[src/rtl/bin2bcd_seq.sv]
// Sequential signed-binary to packed-BCD converter (double dabble, one bit
// per clock). Emits the magnitude as BCD digits plus a separate sign flag
// for the seven-segment encoder chain.
module bin2bcd_seq #(
  parameter int WIDTH  = 16,
  parameter int DIGITS = 5
) (
  input  logic                  clk,
  input  logic                  rst,
  input  logic                  start,
  input  logic [WIDTH-1:0]      din,
  output logic                  busy,
  output logic                  done,
  output logic [4*DIGITS-1:0]   bcd,
  output logic                  neg
);

  localparam int CW = $clog2(WIDTH + 1);
  localparam int BW = 4 * DIGITS;

  typedef enum logic [1:0] {IDLE, SHIFT, FINISH} state_t;

  state_t          state_q, state_d;
  logic [BW-1:0]   acc_q, acc_d;
  logic [WIDTH-1:0] mag_q, mag_d;
  logic [CW-1:0]   cnt_q, cnt_d;
  logic            negr_q, negr_d;
  logic [BW-1:0]   bcd_q, bcd_d;
  logic            neg_q, neg_d;
  logic            done_q, done_d;
  logic [BW-1:0]   adj;

  assign busy = (state_q != IDLE);
  assign done = done_q;
  assign bcd  = bcd_q;
  assign neg  = neg_q;

  // Add-3 correction: every digit >= 5 is bumped so the following shift
  // carries correctly into the next decimal digit.
  always_comb begin
    adj = acc_q;
    for (int k = 0; k < DIGITS; k++) begin
      if (acc_q[4*k +: 4] >= 4'd5)
        adj[4*k +: 4] = acc_q[4*k +: 4] + 4'd3;
    end
  end

  // Next-state and datapath control; published outputs only move at FINISH.
  always_comb begin
    state_d = state_q;
    acc_d   = acc_q;
    mag_d   = mag_q;
    cnt_d   = cnt_q;
    negr_d  = negr_q;
    bcd_d   = bcd_q;
    neg_d   = neg_q;
    done_d  = 1'b0;
    unique case (state_q)
      IDLE: begin
        if (start) begin
          // Magnitude is taken as unsigned, so -2^(WIDTH-1) maps to 2^(WIDTH-1).
          negr_d  = din[WIDTH-1];
          mag_d   = din[WIDTH-1] ? (~din + WIDTH'(1)) : din;
          acc_d   = '0;
          cnt_d   = CW'(WIDTH - 1);
          state_d = SHIFT;
        end
      end
      SHIFT: begin
        acc_d = {adj[BW-2:0], mag_q[WIDTH-1]};
        mag_d = {mag_q[WIDTH-2:0], 1'b0};
        if (cnt_q == '0) state_d = FINISH;
        else             cnt_d   = cnt_q - CW'(1);
      end
      FINISH: begin
        bcd_d   = acc_q;
        neg_d   = negr_q;
        done_d  = 1'b1;
        state_d = IDLE;
      end
      default: state_d = IDLE;
    endcase
  end

  // State and datapath registers; reset aborts any conversion in flight.
  always_ff @(posedge clk) begin
    if (rst) begin
      state_q <= IDLE;
      acc_q   <= '0;
      mag_q   <= '0;
      cnt_q   <= '0;
      negr_q  <= 1'b0;
      bcd_q   <= '0;
      neg_q   <= 1'b0;
      done_q  <= 1'b0;
    end else begin
      state_q <= state_d;
      acc_q   <= acc_d;
      mag_q   <= mag_d;
      cnt_q   <= cnt_d;
      negr_q  <= negr_d;
      bcd_q   <= bcd_d;
      neg_q   <= neg_d;
      done_q  <= done_d;
    end
  end

endmodule

[config.mk]
export PLATFORM = sky130hd
export DESIGN_NAME = bin2bcd_seq
export DESIGN_NICKNAME = d
export VERILOG_FILES = /design/src/rtl/bin2bcd_seq.sv
export SDC_FILE = /design/constraint.sdc
export NUM_CORES = 1
export LEC_CHECK = 0
export CORE_UTILIZATION = 30
export CTS_CLUSTER_DIAMETER = 80
export CTS_CLUSTER_SIZE = 30
export DETAILED_ROUTE_END_ITERATION = 12
export GPL_TIMING_DRIVEN = 0
export SLEW_MARGIN = 15
export SYNTH_ARGS = -nofsm -noshare
export SYNTH_HDL_FRONTEND = slang
export SYNTH_SLANG_ARGS = --single-unit
[constraint.sdc]
create_clock -name clk -period 2 [get_ports clk]
set_input_delay 0.4 -clock clk [delete_from_list [all_inputs] [get_ports clk]]
set_output_delay 0.4 -clock clk [all_outputs]
set_load 0.005 [all_outputs]
After elaboration in Yosys (flattened, before gate mapping)
Cells that the tools add are included.
{ "totals": {"elab_cells": 51, "input_bits": 19, "regBits": 66} }
{ "op_classes": {"reduce_logical": 8, "addsub": 7, "mux": 17, "bitwise": 1, "order_cmp": 5, "n_eq_ne": 5} }
{ "ops": {"columns": ["cell", "n"], "rows": [
  ["$pmux 20 s2", 1],
  ["$mux 16", 2],
  ["$pmux 16 s2", 1],
  ["$ge 4x3->1 const B", 5],
  ["$mux 20", 1],
  ["$add 16x1->16 const B", 1],
  ["$add 4x2->4 const B", 4],
  ["$mux 4", 4],
  ["$not 16->16", 1],
  ["$mux 5", 2],
  ["$pmux 5 s2", 1],
  ["$ne 2x2->1 const B", 3],
  ["$reduce_and 2->1", 3],
  ["$logic_not 5->1", 1],
  ["$sub 5x1->5 const B", 1],
  ["$mux 2", 2],
  ["$pmux 2 s2", 1],
  ["$reduce_bool 2->1", 2],
  ["$add 3x2->3 const B", 1],
  ["$mux 3", 1],
  ["$reduce_and 3->1", 1],
  ["$eq 2x1->1 const B", 1],
  ["$eq 2x2->1 const B", 1],
  ["$logic_not 2->1", 1],
  ["$mux 1", 1]
]} }

Depth between registers and ports, before layout
{ "depth": {"ltp_word": 5, "mapped_depth": 7, "depth_no_buf": 7} }

Worst setup path before layout
Ideal clock, no wire load.
{ "synth_timing": {"path_kind": "input -> register", "startpoint": "in din[0]", "endpoint": "reg mag_q[8]", "path_slack_ns": 0.157, "arrival_time_ns": 1.712, "n_path_buf": 0, "required_time_ns": 1.870, "setup_ns": 0.130, "path_stages": 6, "path_cell_list": "inv_1 -> ha_1 -> or4b_4 -> o41ai_1 -> xor2_1 -> o22ai_1"} }
{ "synth_via": {"elab_chain_len": 5} }
{ "synth_lines": {"columns": ["item", "line_no", "rtl"], "rows": [
  ["start, declared", "11", "input logic [WIDTH-1:0] din,"],
  ["$not 16->16", "63", "mag_d = din[WIDTH-1] ? (~din + WIDTH'(1)) : din;"],
  ["$add 16x1->16", "63", null],
  ["$mux 16", "63", null],
  ["$mux 16", "60", "if (start) begin"],
  ["$pmux 16 s2", "58", "unique case (state_q)"],
  ["end signal, assigned", "99", "mag_q <= mag_d;"],
  ["end, declared", "25", "logic [WIDTH-1:0] mag_q, mag_d;"]
]} }
No other way between the ends. The select of a mux whose other input is x is not followed.
A chain may end at the register's enable or synchronous reset.

Final worst setup path
{ "layout_timing": {"startpoint": "in din[2]", "endpoint": "reg mag_q[14]"} }
The elaborated chain is that of the path after synthesis.

==> run summary <==
Final non-filler cell total: 581
Nets: 472
Largest net degree at the start of global routing: 11
Via count: 2907
Vias in the first global route: 2749
Tightest Pin Transition: 0.592 ns
Unique masters post-synth: 48
Clk slew on worst S/H paths: 0.07 ns
Largest family of logic cells by synthesized area: compound AO/OA/AOI/OAI gates
Mapped Area: 3190 um2
Longest Clk Path Bufs: 2
Aggregate global-route resource usage: 15.2%
Die Wd: 105 um
Total power: 2.79 mW
Post-synthesis mux area share: 0.628%
Post-synth EDFFs: 0
DIE AREA: 11000 um2
Drt wl/cell: 13.6 um
Outcome: finished clean
Root Buffer: clkbuf_8
M3 GR Usage: 3.24%
Post-synthesis compound-gate area fraction: 21.8%
LEAKAGE: 1.46 nW
Sequential share of power: 50.2%
Layout cells sized above 1: 9.66%
Setup crit end kind: flip-flop
Logic pwr share: 16.9%
Post-synthesis adder-cell area fraction: 4.71%
Total grt overflow: 0
XOR/XNOR Fraction of Synth Area: 5.77%
P per Cell Area: 695 nW/um2
DP Worst Slack: -0.507 ns
Final slew viol count: 0
Placed Cells: 563
Commonest register cell after synthesis: dfxtp_1
Clock latency on the worst-skew pair: 0.34 ns
Ys async rst share: 0%
Synth Area in Simple Gates: 20.8%
Setup ws final: 0.0875 ns
Minimum setup slack among reg-to-reg paths: 0.26 ns
Synth Area per Inst: 8.26 um2
Ant. Diodes: 0
Unrepaired setup endpoints after global routing: yes
CTS tree: yes
DR pass1 iterations: 5
Clock power share: 32.9%
Sequential fraction of the synthesis area: 41.4%
Mapped Cells: 386
Sw power: 0.810 mW
CP Max Fanout: 6
Grt peak-use layer: met2
Clock tree sinks: 66
Fin. Hold Viols: 0
Critical path launch point type: input port
Die Ht: 105 um
Met1 Resource Use GR: 20.5%
H-tree depth: 3
Kind of critical path: input port to flip-flop
DRC violations left: 0
Internal Power: 1.98 mW
CP Data Arrival Time: 2.18 ns
I/O Pins: 42
Fin crit period: 1.91 ns
Syn nets: 417
Hold Crit Class: input port to flip-flop
WP data required: 2.27 ns
Peak supply drop: 0.325 mV
DRT antenna net count: 0
Finished Cell Area: 4010 um2
DR iter-0 viols: 131
Slew HR: 60.6%
Num CTS Buffers: 9
Period utilization: 95.6%
Syn-to-layout area delta: 25.9%
First-pass GRT wire length: 13400 um
Met2 GRT Util: 24.2%
Setup TNS: 0 ns
GP Congestion: 0.790
Total Routed Length: 7880 um
Switch share: 29.0%
Placed cell areas: 3770 um2
Max-cap viol count: 0
Core ar.: 10300 um2
CTS hold repair buffers: 0
Hpwl dp: 5510 um
Initial core utilization: 30.9%
Vias/cell: 5.00
Row cnt: 37
Syn. warnings: 0
Flip-flop and latch count after synthesis: 66
Final setup vio count: 0
Initial antenna violation count: 0
Max Fclk: 523 MHz
Port bufs: 41
Clock Skew: 0.00688 ns
[state kept, by name, summed over array words and instances, names as in the netlist]
register  flops
acc_q        20
bcd          20
cnt_q         5
done          1
mag_q        16
neg           1
negr_q        1
state_q       2
[cell type report]
type / count / area, um2
fill: 1087 / 6310
multi-input combinational: 282 / 1760
sequential: 66 / 1320
timing repair buffer: 44 / 445
tap: 136 / 170
clock buffer: 11 / 131
buffer: 23 / 106
inverter: 15 / 56.3
clock inverter: 4 / 20.0
[metal layers]
layer / vias to the layer above / routed length [um] / part of all wire (%)
li1: 1461 / - / -
met1: 1368 / 3870 / 49
met2: 70 / 3560 / 45
met5: - / 0 / 0
met3: 8 / 356 / 4.5
met4: 0 / 95 / 1.2
[worst max-delay path, stage by stage]
cell	delay, ns
clkdlybuf4s50_1	0.51
or4b_4	0.62
o41ai_4	0.25
xnor2_1	0.16
nand2_1	0.09
a21oi_1	0.14
[path summary, 6_finish.rpt]
check / end / depth (start not counted) / from
worst max-delay path: mag_q[14] / 6 / din[2]
worst min register to register: bcd[13] / 2 / bcd[13]
worst min-delay path: mag_q[8] / 3 / din[8]
worst max register to register: acc_q[13] / 6 / state_q[1]
[what timing repair did]
| action | in CTS | in global routing |
|---|---|---|
| setup endpoints to repair | 21 | 32 |
| hold endpoints to repair | 0 | 0 |
| buffers inserted | 0 | 3 |
| gates resized for setup | 9 | 16 |
| pin swaps | 0 | 4 |
[stage by stage]
step	hold slack, ns	util [%]
floorplan	0.412	-
global placement	0.423	36.5
detailed placement	0.446	36.5
CTS	0.456	38.3
global route	0.428	38.9
finish	0.423	38.9
[cell usage in the layout (no fill, tap or decap), types with 4 or more instances in the layout]
cell / instances
inv_1: 13
clkbuf_2: 4
xor2_1: 8
a22oi_1: 14
clkbuf_1: 14
nand2b_1: 10
dfxtp_1: 66
xnor2_1: 13
o22ai_1: 4
nor2_1: 22
o21ai_0: 13
ha_1: 12
clkbuf_8: 9
clkinv_2: 4
clkdlybuf4s50_1: 33
nand3_1: 13
a31oi_1: 5
dlymetal6s2s_1: 6
nand2_1: 63
nor3_1: 7
a21oi_1: 49
buf_4: 5
[power groups by stage]
stage / Sequential, mW / Combinational, mW / Clock (mW)
final: 1.40 / 0.470 / 0.918
after detailed placement: 1.43 / 0.441 / 0
after global routing: 1.41 / 0.522 / 0.995
after CTS: 1.40 / 0.449 / 0.939
after global placement: 1.43 / 0.433 / 0
after floorplan: 1.42 / 0.279 / 0
[cell usage after synthesis (all sizes together) (10+ instances only)]
| library cell | instances | share of area [%] |
|---|---|---|
| xnor2 | 13 | 3.6 |
| dfxtp | 66 | 41 |
| nor2 | 23 | 2.8 |
| inv | 15 | 1.8 |
| a21oi | 49 | 7.7 |
| ha | 12 | 4.7 |
| nand2 | 63 | 7.4 |
| o21ai | 15 | 2.4 |
| nand3 | 13 | 2.0 |
| clkbuf | 14 | 1.6 |
| a22oi | 14 | 3.3 |
| nand2b | 10 | 2.0 |
[logic make-up (layout without fill, tap and decap cells)]
group | after synthesis | in the layout
simple gates | 136 | 136
compound gates | 111 | 111
flops | 66 | 66
buf+inv | 38 | 97
xor+xnor | 21 | 21
fa+ha+maj | 12 | 12
mux | 2 | 2
Power figures use the tool's default switching activity.
==> RTL edit 1: new RTL, config.mk and constraints unchanged <==
Change the parameter `WIDTH` from 16 to 32.
--- a/src/rtl/bin2bcd_seq.sv
+++ b/src/rtl/bin2bcd_seq.sv
@@ -4,3 +4,3 @@
 module bin2bcd_seq #(
-  parameter int WIDTH  = 16,
+  parameter int WIDTH  = 32,
   parameter int DIGITS = 5
Interface: changed (resized din); port bits go from 42 to 58. The function was not compared with the original's and may differ.
==> RTL edit 1 against the original RTL <==
- critical path type unchanged
- largest power group unchanged
- design area up 45%
- clock skew grew 0.0019 ns
- wire length up 66%
- sequential cell count grew 17
- final cell count rose by 38%
- first-iteration DRC count increased by 98%
- worst setup slack worse by 0.057 ns
- via count rose by 48%
- total power grew 51%
- die area rose by 36%
- area after synthesis rose by 37%
- count of clock-buffer cells in the layout increased by 1
==> RTL edit 1: results (changes against the original RTL) <==
Hold Path Origin din[0]; PD cells 719.6 nW/um2 (+3.5%); global-route wire length before repair 20840 um (+55%); Syn Inst Count 544 (+41%); largest net degree at the start of global routing 14 (+3); Slew Limit Headroom 37.64% (-23 points); comb pwr 0.722 mW (+54%); number of global-route vias before repair 4119 (+50%); pre-CTS setup slack -1.167 ns (-0.6603 ns); layout cells sized above 1 14.77% (+5.1 points); run status finished, final reports clean; Via Count 4296 (+48%); buffering overhead 13.61% (-0.14 points); Post-DP Area 5196 um2 (+38%); Inverters 18 (+3); port bufs 55 (+34%); Clock buffer cells 12 (+1); Pint 3.023 mW (+53%); R2R Setup Slk 0.13 ns (-0.13 ns); CTS sink count 83 (+26%); CP peak stage delay 0.57 ns (-0.05 ns); post-synthesis compound-gate area fraction 24.15% (+2.3 points); setup slack after layout 0.03008 ns (-0.05746 ns); via/cell ratio 5.350 (+6.9%); met3 routed WL 634 um (+78%); Critical Path Slowest Stage Cell or4_4; Inst Count DP 779 (+38%); final-stage net count 666 (+41%); sequential cell area share 28.50% (-4.4 points); Detailed Route Iter0 Violations 259 (+98%); worst hold margin 0.3541 ns (-0.06840 ns); multi-input combinational area share 47.79% (+3.9 points); Leak 2.145 nW (+47%); Synth top cells by count 83 x dfxtp_1, 73 x nand2_1, 53 x a21oi_1; GR Util met2 29.42% (+5.3 points); Fillers 1431 (+32%); met1 Track Usage GR 23.05% (+2.6 points); Clock Skews 0.008756 ns (+0.001879 ns); synth unique cells 51 (+6.3%); comb_multi_in 404 (+43%); grt met3 use 2.602% (-0.64 points); Critical R2R Capture cnt_q[4]$_SDFFE_PP0P_; sequential fraction of the synthesis area 38.14% (-3.3 points); Critical Path End mag_q[18]$_SDFFE_PP0P_
-- RTL edit 1: cell types whose count changed in the layout (fill, tap and decap cells not counted), sizes merged, moves of 5 or more --
| cell | before | now |
|---|---|---|
| and3 | 1 | 6 |
| nor4 | 0 | 10 |
| dfxtp | 66 | 83 |
| or3 | 2 | 9 |
| nand2 | 63 | 73 |
| o21ai | 15 | 21 |
| xnor2 | 13 | 18 |
| buf | 9 | 23 |
| o41ai | 2 | 8 |
| clkdlybuf4s50 | 33 | 38 |
| a22oi | 14 | 28 |
| nor3 | 9 | 21 |
| nand3 | 13 | 20 |
| clkbuf | 28 | 43 |
-- RTL edit 1: cell families (layout without fill, tap and decap cells) --
family,Yosys count,after routing
simple gates,194,194
compound gates,162,162
flops,83,83
buf+inv,57,136
xor+xnor,29,29
fa+ha+maj,13,13
mux,6,6
-- RTL edit 1: repair_timing --
action	in CTS	in global routing
pin swaps	11	17
resized for setup	56	47
buffers inserted	10	3
setup endpoints to repair	61	44
==> RTL edit 2: new RTL, same settings <==
Without the edit above. Reset style: asynchronous (`rst`), changed in one clocked block.
--- a/src/rtl/bin2bcd_seq.sv
+++ b/src/rtl/bin2bcd_seq.sv
@@ -85,3 +85,3 @@
   // State and datapath registers; reset aborts any conversion in flight.
-  always_ff @(posedge clk) begin
+  always_ff @(posedge clk or posedge rst) begin
     if (rst) begin
Behaviour: differs if rst is asserted again (counterexample within 4 cycles, from zero or initial values and one cycle with rst high); with rst held inactive, the same outputs for 10 cycles.
==> RTL edit 2 against the original RTL <==
- worst setup slack better by 0.019 ns
- design area up 7.5%
- wire length down 7.9%
- sequential cell count unchanged
- clock skew down 0.0034 ns
- global-route usage down 1.2 points
- area after synthesis up 6.4%
- largest cell class is now flip-flops and latches
Power is not compared: it rests on default switching activity, and its combinational part moved more than twofold at a synthesized area within 25%.
==> RTL edit 2: results (changes against the original RTL) <==
Signal buffers 60 (-10%); Total Routing Usage GR 14.02% (-1.2 points); Post-DP Area 4030 um2 (+6.9%); Fillers 1092 (+0.46%); Synth-to-Final Area Change 27.18%; largest cells by area after synthesis dfrtp_1 49%, mux2_2 8.3%, ha_1 4.4%, o21ai_0 3.4%, xor2_1 3.1%; Critical R2R Capture cnt_q[0]$_DFFE_PP0P_; run status finished, final reports clean; Worst Path Max Fanout 5 (-1); Inst Count DP 489 (-13%); HPWL after detailed placement 5327 um (-3.3%); mux cell area share after synthesis 8.886% (+8.3 points); sequential cell area share 38.27% (+5.4 points); drt pass-1 iters 4 (-1); gpl congestion 0.7797 (-1.3%); global-route wire length before repair 12500 um (-6.9%); Post-Synth Adder-Cell Area 4.425% (-0.28 points); Syn Inst Count 306 (-21%); Clock Skews 0.003493 ns (-0.003384 ns); synth unique cells 44 (-8.3%); Critical Path End mag_q[13]$_DFFE_PP0P_; R2R Setup Slk 0.24 ns (-0.02 ns); multi-input combinational area share 37.58% (-6.3 points); cts repair resizes 3 (-6); Synth async-reset ratio 100.0% (+100 points); Critical Path Slowest Stage Cell or3_1; sequential fraction of the synthesis area 48.67% (+7.2 points); most common flop cell mapped by yosys dfrtp_1; layout cells sized above 1 16.85% (+7.2 points); Clock buffer cells 13 (+2); comb_multi_in 207 (-27%); Slew Limit Headroom 57.70% (-2.9 points); Detailed Route Iter0 Violations 106 (-19%); Core Box Area 10940 um2 (+5.9%); post-synthesis compound-gate area fraction 18.29% (-3.5 points); Clk pin slew, worst setup/hold paths 0.05 ns (-0.02 ns); CP arrival 2.10 ns (-0.08 ns)
## RTL edit 2: cell types whose count changed after synthesis, moves of 5 or more
cell / before / now
xnor2_1: 13 / 7
a32o_1: 0 / 5
clkbuf_1: 14 / 9
o31ai_1: 3 / 12
nor3_1: 8 / 3
dfxtp_1: 66 / 0
nand2_1: 63 / 10
a21oi_1: 49 / 11
nor2_1: 22 / 8
dfrtp_1: 0 / 66
o21ai_0: 13 / 23
mux2_2: 0 / 25
## RTL edit 2: metrics by stage
step,hold slack [ns],worst slack [ns]
3_3_place_gp,0.4705,-0.3731
6_report,0.4600,0.1070
5_1_grt,0.5139,0.009838
2_1_floorplan,0.4406,0.3631
4_1_cts,0.4767,0.07943
3_5_place_dp,0.4808,-0.3289
## RTL edit 2: metal layers
layer | routed length [um] | track usage, % | vias to the layer above
met1 | 3454 | 18.46 | 1239
met5 | 0 | 0 | -
li1 | - | - | 1230
met3 | 293 | 3.134 | 9
met4 | 120 | 5.502 | 0
met2 | 3389 | 22.34 | 62
